[config.mk]
export PLATFORM = sky130hd
export DESIGN_NAME = pc_fetch_flat
export DESIGN_NICKNAME = d
export VERILOG_FILES = /design/src/rtl/pc_fetch_pkg.sv /design/src/rtl/pc_fetch_if.sv /design/src/rtl/pc_redirect_sel.sv /design/src/rtl/pc_fetch.sv /design/src/flat_wrapper.sv
export SDC_FILE = /design/constraint.sdc
export NUM_CORES = 1
export LEC_CHECK = 0
export CORE_AREA = 2 2 139 141
export CTS_BUF_LIST = sky130_fd_sc_hd__clkbuf_16
export DETAILED_ROUTE_END_ITERATION = 8
export DIE_AREA = 0 0 141 143
export HOLD_SLACK_MARGIN = 0.03
export PLACE_DENSITY = 0.81
export SYNTH_ARGS = -nofsm -noshare
export SYNTH_HDL_FRONTEND = slang
export SYNTH_SLANG_ARGS = --single-unit
export TNS_END_PERCENT = 30
[constraint.sdc]
create_clock -name clk -period 2.4 [get_ports clk]
set_input_delay 0.48 -clock clk [delete_from_list [all_inputs] [get_ports clk]]
set_output_delay 0.48 -clock clk [all_outputs]
set_load 0.05 [all_outputs]
[src/rtl/pc_fetch_pkg.sv]
// Shared definitions for the instruction fetch stage: state encoding,
// reset PC default, NOP word and the alignment helper.
package pc_fetch_pkg;

  typedef enum logic [1:0] {
    ST_REQ   = 2'd0,
    ST_DRAIN = 2'd1,
    ST_FULL  = 2'd2
  } fetch_state_e;

  localparam logic [31:0] RESET_PC_DEFAULT = 32'h0040_0000;
  localparam logic [31:0] NOP              = 32'h0000_0000;

  // A target is word-aligned only when its two low bits are zero.
  function automatic logic is_misaligned(input logic [1:0] low_bits);
    return (low_bits != 2'b00);
  endfunction

endpackage

[src/rtl/pc_fetch_if.sv]
// Fetch-stage bus: instruction-memory request/ack and the IF->ID handoff.
interface pc_fetch_if;

  logic        imem_req;
  logic [31:0] imem_addr;
  logic        imem_ack;
  logic [31:0] imem_rdata;
  logic        if_valid;
  logic        id_ready;
  logic [31:0] if_instr;
  logic [31:0] if_pc;
  logic [31:0] if_pc4;

  modport master (
    output imem_req, imem_addr, if_valid, if_instr, if_pc, if_pc4,
    input  imem_ack, imem_rdata, id_ready
  );

  modport slave (
    input  imem_req, imem_addr, if_valid, if_instr, if_pc, if_pc4,
    output imem_ack, imem_rdata, id_ready
  );

endinterface

[src/rtl/pc_redirect_sel.sv]
// Redirect priority mux (jr > jump > branch) with word alignment of the
// selected target and a flag for a misaligned request.
module pc_redirect_sel
  import pc_fetch_pkg::*;
(
  input  logic        jr_en,
  input  logic [31:0] jr_addr,
  input  logic        jump_en,
  input  logic [31:0] jump_target,
  input  logic        branch_en,
  input  logic [31:0] branch_target,
  output logic        redir_valid,
  output logic [31:0] redir_target,
  output logic        redir_misalign
);

  logic [31:0] raw_target_s;

  // Pick the highest-priority active redirect source.
  always_comb begin
    redir_valid  = 1'b0;
    raw_target_s = 32'h0000_0000;
    if (jr_en) begin
      redir_valid  = 1'b1;
      raw_target_s = jr_addr;
    end else if (jump_en) begin
      redir_valid  = 1'b1;
      raw_target_s = jump_target;
    end else if (branch_en) begin
      redir_valid  = 1'b1;
      raw_target_s = branch_target;
    end else begin
      redir_valid  = 1'b0;
      raw_target_s = 32'h0000_0000;
    end
  end

  assign redir_target   = {raw_target_s[31:2], 2'b00};
  assign redir_misalign = redir_valid & is_misaligned(raw_target_s[1:0]);

endmodule

[src/rtl/pc_fetch.sv]
// Instruction fetch stage: one outstanding imem request, one-entry output
// buffer toward decode, and redirect handling that never lets a fetch
// issued on a stale path reach if_instr.
module pc_fetch
  import pc_fetch_pkg::*;
#(
  parameter logic [31:0] RESET_PC = RESET_PC_DEFAULT
) (
  input  logic        clk,
  input  logic        rst_n,
  pc_fetch_if.master  bus,
  input  logic        jr_en,
  input  logic [31:0] jr_addr,
  input  logic        jump_en,
  input  logic [31:0] jump_target,
  input  logic        branch_en,
  input  logic [31:0] branch_target,
  output logic        addr_err
);

  fetch_state_e state_r;
  logic [31:0]  pc_r;
  logic [31:0]  pend_pc_r;
  logic         imem_req_r;
  logic         if_valid_r;
  logic [31:0]  if_instr_r;
  logic [31:0]  if_pc_r;
  logic [31:0]  if_pc4_r;
  logic         addr_err_r;

  logic         redir_s;
  logic [31:0]  redir_tgt_s;
  logic         misalign_s;
  logic [31:0]  pc4_s;

  pc_redirect_sel u_redirect_sel (
    .jr_en          (jr_en),
    .jr_addr        (jr_addr),
    .jump_en        (jump_en),
    .jump_target    (jump_target),
    .branch_en      (branch_en),
    .branch_target  (branch_target),
    .redir_valid    (redir_s),
    .redir_target   (redir_tgt_s),
    .redir_misalign (misalign_s)
  );

  // Wraps naturally at 2^32.
  assign pc4_s = pc_r + 32'd4;

  // Fetch FSM: all state and outputs registered. The imem address is
  // always pc_r; in DRAIN pc_r is left alone so the address stays stable
  // while the redirect target waits in pend_pc_r.
  always_ff @(posedge clk or negedge rst_n) begin
    if (!rst_n) begin
      state_r    <= ST_REQ;
      pc_r       <= RESET_PC;
      pend_pc_r  <= RESET_PC;
      imem_req_r <= 1'b1;
      if_valid_r <= 1'b0;
      if_instr_r <= NOP;
      if_pc_r    <= 32'h0000_0000;
      if_pc4_r   <= 32'h0000_0000;
      addr_err_r <= 1'b0;
    end else begin
      addr_err_r <= redir_s & misalign_s;
      case (state_r)
        ST_REQ: begin
          if (redir_s) begin
            if (bus.imem_ack) begin
              pc_r <= redir_tgt_s;
            end else begin
              pend_pc_r <= redir_tgt_s;
              state_r   <= ST_DRAIN;
            end
          end else if (bus.imem_ack) begin
            if_instr_r <= bus.imem_rdata;
            if_pc_r    <= pc_r;
            if_pc4_r   <= pc4_s;
            pc_r       <= pc4_s;
            if_valid_r <= 1'b1;
            imem_req_r <= 1'b0;
            state_r    <= ST_FULL;
          end
        end
        ST_DRAIN: begin
          if (bus.imem_ack) begin
            pc_r    <= redir_s ? redir_tgt_s : pend_pc_r;
            state_r <= ST_REQ;
          end else if (redir_s) begin
            pend_pc_r <= redir_tgt_s;
          end
        end
        ST_FULL: begin
          if (redir_s) begin
            pc_r       <= redir_tgt_s;
            if_valid_r <= 1'b0;
            imem_req_r <= 1'b1;
            state_r    <= ST_REQ;
          end else if (bus.id_ready) begin
            if_valid_r <= 1'b0;
            imem_req_r <= 1'b1;
            state_r    <= ST_REQ;
          end
        end
        default: begin
          if_valid_r <= 1'b0;
          imem_req_r <= 1'b1;
          state_r    <= ST_REQ;
        end
      endcase
    end
  end

  assign bus.imem_req  = imem_req_r;
  assign bus.imem_addr = pc_r;
  assign bus.if_valid  = if_valid_r;
  assign bus.if_instr  = if_instr_r;
  assign bus.if_pc     = if_pc_r;
  assign bus.if_pc4    = if_pc4_r;
  assign addr_err      = addr_err_r;

endmodule

[src/flat_wrapper.sv]
// flat-port wrapper written by rule: the top's interface ports become plain ports
module pc_fetch_flat import pc_fetch_pkg::*;
#(
  parameter logic [31:0] RESET_PC = RESET_PC_DEFAULT
)
  (clk, rst_n, jr_en, jr_addr, jump_en, jump_target, branch_en, branch_target, addr_err, bus_imem_req, bus_imem_addr, bus_if_valid, bus_if_instr, bus_if_pc, bus_if_pc4, bus_imem_ack, bus_imem_rdata, bus_id_ready);
  pc_fetch_if bus_i ();
  input  logic clk;
  input  logic rst_n;
  input  logic jr_en;
  input  logic [31:0] jr_addr;
  input  logic jump_en;
  input  logic [31:0] jump_target;
  input  logic branch_en;
  input  logic [31:0] branch_target;
  output logic addr_err;
  output wire logic [$bits(bus_i.imem_req)-1:0] bus_imem_req;
  output wire logic [$bits(bus_i.imem_addr)-1:0] bus_imem_addr;
  output wire logic [$bits(bus_i.if_valid)-1:0] bus_if_valid;
  output wire logic [$bits(bus_i.if_instr)-1:0] bus_if_instr;
  output wire logic [$bits(bus_i.if_pc)-1:0] bus_if_pc;
  output wire logic [$bits(bus_i.if_pc4)-1:0] bus_if_pc4;
  input wire logic [$bits(bus_i.imem_ack)-1:0] bus_imem_ack;
  input wire logic [$bits(bus_i.imem_rdata)-1:0] bus_imem_rdata;
  input wire logic [$bits(bus_i.id_ready)-1:0] bus_id_ready;
  assign bus_imem_req = bus_i.imem_req;
  assign bus_imem_addr = bus_i.imem_addr;
  assign bus_if_valid = bus_i.if_valid;
  assign bus_if_instr = bus_i.if_instr;
  assign bus_if_pc = bus_i.if_pc;
  assign bus_if_pc4 = bus_i.if_pc4;
  assign bus_i.imem_ack = bus_imem_ack;
  assign bus_i.imem_rdata = bus_imem_rdata;
  assign bus_i.id_ready = bus_id_ready;
  pc_fetch #(.RESET_PC(RESET_PC)) u_core (.clk(clk), .rst_n(rst_n), .bus(bus_i), .jr_en(jr_en), .jr_addr(jr_addr), .jump_en(jump_en), .jump_target(jump_target), .branch_en(branch_en), .branch_target(branch_target), .addr_err(addr_err));
endmodule
==> out/results.ini, run 1 <==
[outcome]
run_status=finished, final reports clean

[routing]
drc=0
viasPerCell=5.64
wl_um=28200
vias=8964
dr.pass1.iters=6
drt.antenna.violating_nets=0
wl_per_cell_um=17.7
drt_first_iter_violations=787

[power]
leakagePower_nw=5.62
powerDensity_mw_per_mm2=1410
ir_drop_mv=0.561
power.total_w=0.0179

[yosys]
synth_seq_cells=163
syn_nets=1175
synth_flop_cell=dfrtp_1
synth_top_cell_area_share_pct=46.6
synth-seq-area-share_pct=47.6
syn_area_mm2=0.00858
async_reset_ff_share_pct=100
ys_warn_count=0
syn_avg_cell_area_um2=8.29
synthTopCellsByArea=dfrtp_1 47%, nand2_1 15%, o21ai_0 4.9%, clkbuf_1 2.5%, a22oi_1 2.1%
yosysTopAreaCell=dfrtp_1
synth_cells=1035
synth.distinct_cells=68
synth_edf_count=0

[floorplanning]
initial_core_util_pct=46.2
num_rows=50
die_width_um=141
design.die.area_mm2=0.0202
dieHeight_um=143
core_region_area_mm2=0.0186
ioPinCount=266

[worst_setup_path]
critPathKind=reg2out
required_ns=1.92
worstPathArrival_ns=1.89
cpPeakStageDelay_ns=0.88
critPathCaptureType=output port
reg2reg_slack_ns=0.12
path_cells=clkdlybuf4s50_1
critPathSlowestCell=clkdlybuf4s50_1
cp_max_fo=9
cp-start-kind=flip-flop
path_buf_inv=1
crit_family=buffers and inverters

[global_routing]
grt_max_degree=54
gr-total-overflow=0
groute.usage.overall_pct=28.3
grt_first_pass_wirelength_um=45100
antenna_found_initial=0
grt_pass1_vias=8538

[place]
dp_hpwl_um=21600
pre_cts_ws_ns=-0.163
dp.cells=1557
portBuffers=265
gp_congestion=0.929

[timing]
rsz0062_at_grt=false
setup_viol_count_final=0
worst_slew_pin_slew_ns=0.573
whs_ns=0.473
fin_tns_setup_ns=0
period_share_pct=98.9
fin_crit_ns=2.37
finClkSkew_ns=0.00856
slew_viol_final=0
fmax_mhz=421
finalHoldViolCount=0
layout_setup_ws_ns=0.0267
maxSlewHeadroom_pct=61.7

[clock_tree]
cts.clk_slew.worst_paths_ns=0.06
htree_levels=4
clkSinkCount=163
clock-root-buffer=clkbuf_16
cts_setup_buffers=0
clk_latency_ns=0.43
cts_tree=yes
clock_path_buffers=2
cts_buffers=17

[cells_and_area]
drive_gt1_share_pct=11.4
antennaDiodeCount=0
area_growth_pct=47.7
fill_cells=1537
instances_no_fill=1590
nets=1483

[worst_hold_path]
min_path_type=reg2reg

[run]
cap_viol_max_count=0

==> cells in the final DEF (no fill, tap or decap), types with 6 or more instances in the layout <==
| cell | n |
|---|---|
| a211oi_1 | 8 |
| dfrtp_1 | 159 |
| nor3_1 | 17 |
| o21ai_0 | 84 |
| a221oi_1 | 15 |
| nand2_1 | 336 |
| a31oi_1 | 7 |
| buf_12 | 10 |
| a22o_1 | 7 |
| o221ai_1 | 6 |
| or3_1 | 6 |
| clkinv_1 | 7 |
| clkbuf_16 | 17 |
| nand3_1 | 16 |
| xor2_1 | 10 |
| a21oi_1 | 35 |
| nand3b_1 | 12 |
| inv_1 | 22 |
| xnor2_1 | 16 |
| o2bb2ai_1 | 6 |
| nor4_1 | 11 |
| clkdlybuf4s50_1 | 261 |
| buf_4 | 97 |
| nor2b_1 | 7 |
| o31ai_1 | 11 |
| nor2_1 | 41 |
| nand4_1 | 11 |
| a22oi_1 | 24 |
==> repair_timing <==
| action | 4_1_cts | 5_1_grt |
|---|---|---|
| endpoints found under the setup margin | 0 | 11 |
| resized for setup | 0 | 2 |
| hold buffers | 1 | 0 |
| hold endpoints to repair | 8 | 0 |
==> final timing paths <==
| check | startpoint | to | cells past startpoint |
|---|---|---|---|
| max reg2reg | u_core.bus.imem_addr[5] | u_core.bus.imem_addr[27] | 7 |
| min | u_core.bus.if_pc[14] | u_core.bus.if_pc[14] | 2 |
| min reg2reg | u_core.bus.if_pc[14] | u_core.bus.if_pc[14] | 2 |
| max | u_core.bus.imem_addr[20] | bus_imem_addr[20] | 1 |
| max in group asynchronous | rst_n | u_core.pend_pc_r[22] | 3 |
| min in group asynchronous | rst_n | u_core.pend_pc_r[8] | 2 |
==> report_power, final <==
part,switching [W],internal [W],total (W)
Sequential,0.000984,0.00403,0.00501
Combinational,0.00665,0.00361,0.0103
Clock,0.00110,0.00150,0.00259
Total,0.00873,0.00914,0.0179
==> worst register-to-register path: stages, from the launching register on <==
cell and delay [ns]:
dfrtp_1 0.42, nand4_2 0.14, buf_4 0.21, nor4_1 0.52, buf_4 0.24, a21boi_0 0.12
o21ai_0 0.37, a211oi_1 0.12
==> cells in the mapped netlist, types with 5 or more instances <==
library cell,n
clkbuf_1,57
o2bb2ai_1,6
ha_1,5
nor3_1,18
a21oi_1,35
a211oi_1,8
nand3_1,17
nor2b_1,7
inv_1,21
and3_1,5
dfrtp_1,160
xnor2_1,16
o22ai_1,5
o21a_1,5
nor4_1,11
nand3b_1,12
buf_2,16
o31ai_1,11
a221oi_1,15
o221ai_1,6
o21ai_0,84
a22oi_1,24
or3_1,6
nand4_1,11
a22o_1,7
a2bb2oi_1,5
nor2_1,42
a31oi_1,7
nand2_1,336
xor2_1,10
==> logic make-up after synthesis <==
| kind of cell | Yosys count | synth area share (%) |
|---|---|---|
| adder cells (fa/ha/maj) | 5 | 0.729 |
| AO/OA/AOI/OAI | 243 | 18.4 |
| flip-flops | 163 | 47.6 |
| AND/OR/NAND/NOR | 492 | 25.3 |
| XOR/XNOR | 26 | 2.65 |
| buffers and inverters | 104 | 5.06 |
| multiplexers | 2 | 0.248 |
==> final cells by class <==
class | instances | area (µm²) | area share [%]
well taps | 234 | 293 | 2.31
flip-flops and latches | 163 | 4080 | 32.2
inverters | 22 | 82.6 | 0.651
multi-input cells | 768 | 4110 | 32.4
clock buffers | 17 | 425 | 3.35
repair buffers | 371 | 3570 | 28.1
clock inverters | 15 | 124 | 0.977
==> per-layer routing <==
layer | up-vias | GRT usage (%) | part of all wire (%) | wire length, µm
li1 | 4200 | - | - | -
met1 | 4206 | 39.0 | 43 | 12100
met2 | 504 | 44.5 | 45 | 12800
met3 | 54 | 6.20 | 9.1 | 2550
met4 | 0 | 10.1 | 2.7 | 767
met5 | - | 0 | 0 | 0
==> per-stage QoR <==
step	util [%]	cell area [µm²]
after floorplan	-	8580
after global placement	65.2	12100
after detailed placement	65.2	12100
after CTS	68.2	12700
after global routing	68.2	12700
final	68.2	12700
==> sequential cells by signal, indices dropped and copies added (netlist names) <==
| register | count |
|---|---|
| u_core.bus.if_valid | 1 |
| u_core.state_r | 2 |
| u_core.bus.if_pc | 30 |
| u_core.bus.imem_req | 1 |
| u_core.bus.if_instr | 32 |
| u_core.bus.if_pc4 | 32 |
| u_core.bus.imem_addr | 32 |
| u_core.addr_err | 1 |
| u_core.pend_pc_r | 32 |
Power figures use the tool's default switching activity.
==> inputs of run 2 (changes only) <==
--- a/config.mk
+++ b/config.mk
@@ -5,12 +5,12 @@
 export SDC_FILE = /design/constraint.sdc
 export NUM_CORES = 1
 export LEC_CHECK = 0
-export CORE_AREA = 2 2 139 141
-export CTS_BUF_LIST = sky130_fd_sc_hd__clkbuf_16
+export CORE_AREA = 2 2 136 138
+export CTS_BUF_LIST = sky130_fd_sc_hd__clkbuf_4
 export DETAILED_ROUTE_END_ITERATION = 8
-export DIE_AREA = 0 0 141 143
+export DIE_AREA = 0 0 138 140
 export HOLD_SLACK_MARGIN = 0.03
-export PLACE_DENSITY = 0.81
+export PLACE_DENSITY = 0.84
 export SYNTH_ARGS = -nofsm -noshare
 export SYNTH_HDL_FRONTEND = slang
 export SYNTH_SLANG_ARGS = --single-unit
==> run 2 against run 1 <==
Register-to-register slack improved by 0.03 ns. Final area decreased by 1.7%. Clock power decreased by 29%. Count of clock-buffer cells in the layout unchanged.
==> out/results.ini, run 2 (synthesized netlist as in run 1, its figures left out) <==
[outcome]
run_status=finished, final reports clean

[routing]
drt_first_iter_violations=785
dr.pass1.iters=6
top_layer=met4
dr_wl_met2_um=12700
route.met3.wl_um=2450
drc=0
drt-met1-wl_um=12000
drt.antenna.violating_nets=0
viasPerCell=5.62
wl_per_cell_um=17.6
vias=8953
wl_um=28000

[global_routing]
grt_pass1_vias=8769
antenna_found_initial=1
grt_max_degree=56
gr-total-overflow=0
groute.usage.overall_pct=28.8
grt_first_pass_wirelength_um=45200

[worst_setup_path]
path_cells=clkdlybuf4s50_1
path_buf_inv=1
critPathCaptureType=output port
critPathSlowestCell=clkdlybuf4s50_1
r2r-start=u_core.state_r[1]
cp-start-kind=flip-flop
ff2ff_path_depth=8
worstPathArrival_ns=1.86
cpPeakStageDelay_ns=0.83
crit_family=buffers and inverters
critPathKind=reg2out
cp-startpoint=u_core.bus.imem_addr[25]
cp.depth=1
cp_max_fo=5
required_ns=1.92

[cells_and_area]
final_area_mm2=0.0125
area_growth_pct=45.2
final_common_cell=nand2_1
nets=1489
drive_gt1_share_pct=12.0
final_util_pct=70.1
layout_common_cells=336 x nand2_1, 234 x clkdlybuf4s50_1, 159 x dfrtp_1
fill_cells=1449

[worst_hold_path]
min_path_type=in2async

[timing]
fin_tns_setup_ns=0
maxSlewHeadroom_pct=48.8
worst_slew_pin_slew_ns=0.762
finalHoldViolCount=0
setup_viol_count_final=0
slew_viol_final=0
fin_crit_ns=2.34
fmax_mhz=428
period_share_pct=97.4
rsz0062_at_grt=false
finClkSkew_ns=0.0229

[place]
dp_hpwl_um=21500
place_area_mm2=0.0121
portBuffers=265
gp_congestion=0.925

[floorplanning]
design.die.area_mm2=0.0193
die_width_um=138
num_rows=49
core_region_area_mm2=0.0178
initial_core_util_pct=48.3
ioPinCount=266
dieHeight_um=140

[clock_tree]
clock_path_buffers=2
clkSinkCount=163
cts.clk_slew.worst_paths_ns=0.14
cts_setup_buffers=0
cts_buffers=17
clock-root-buffer=clkbuf_4
htree_levels=4
clk_latency_ns=0.59
cts_tree=yes

[power]
ir_drop_mv=1.00
leakagePower_nw=5.62
powerDensity_mw_per_mm2=1360
power.total_w=0.0170

[run]
cap_viol_max_count=0

==> run 2: where the power goes <==
| group | internal [W] | switching [W] | leakage [nW] | total, W |
|---|---|---|---|---|
| sequential | 0.00401 | 0.000929 | 2.05 | 0.00494 |
| combinational | 0.00348 | 0.00671 | 3.40 | 0.0102 |
| clock | 0.000836 | 0.00101 | 0.174 | 0.00185 |
| total | 0.00833 | 0.00865 | 5.62 | 0.0170 |
==> run 2: repair_timing <==
action                     in CTS  in global routing
setup endpoints to repair      28                 12
hold buffers                    1                  0
gates resized for setup        28                  3
hold endpoints to repair       40                  0
==> run 2: path summary, 6_finish.rpt <==
| check | endpoint | slack (ns) |
|---|---|---|
| min in group clk | u_core.bus.if_instr[18] | 0.40 |
| worst max-delay path | bus_imem_addr[25] | 0.06 |
| max in group asynchronous | u_core.bus.if_pc4[27] | 1.27 |
| worst min register to register | u_core.bus.if_instr[23] | 0.49 |
| worst min-delay path | u_core.bus.if_instr[8] | 0.36 |
| worst max register to register | u_core.bus.imem_addr[23] | 0.15 |
==> run 2: area by class of cell <==
class | instances | area (µm²) | share of cell area [%]
multi-input cells | 768 | 4100 | 32.9
clock inverters | 15 | 206 | 1.66
diodes | 1 | 2.50 | 0.0201
well taps | 229 | 287 | 2.30
inverters | 22 | 82.6 | 0.663
clock buffers | 17 | 128 | 1.02
repair buffers | 377 | 3570 | 28.7
flip-flops and latches | 163 | 4080 | 32.8
==> run 2: per-stage QoR <==
| step | std cells | setup slack, ns | hold WS, ns |
|---|---|---|---|
| 2_1_floorplan | 1035 | 0.00915 | 0.184 |
| 3_3_place_gp | 1558 | -0.0417 | 0.421 |
| 3_5_place_dp | 1558 | -0.108 | 0.426 |
| 4_1_cts | 1591 | 0.0299 | 0.345 |
| 5_1_grt | 1592 | 0.00734 | 0.362 |
| 6_report | 1592 | 0.0619 | 0.359 |
==> run 2: per-layer routing <==
metal,up-vias,track usage (%)
met4,0,10.6
met1,4167,39.9
met5,-,0
li1,4209,-
met2,515,45.5
met3,62,5.33
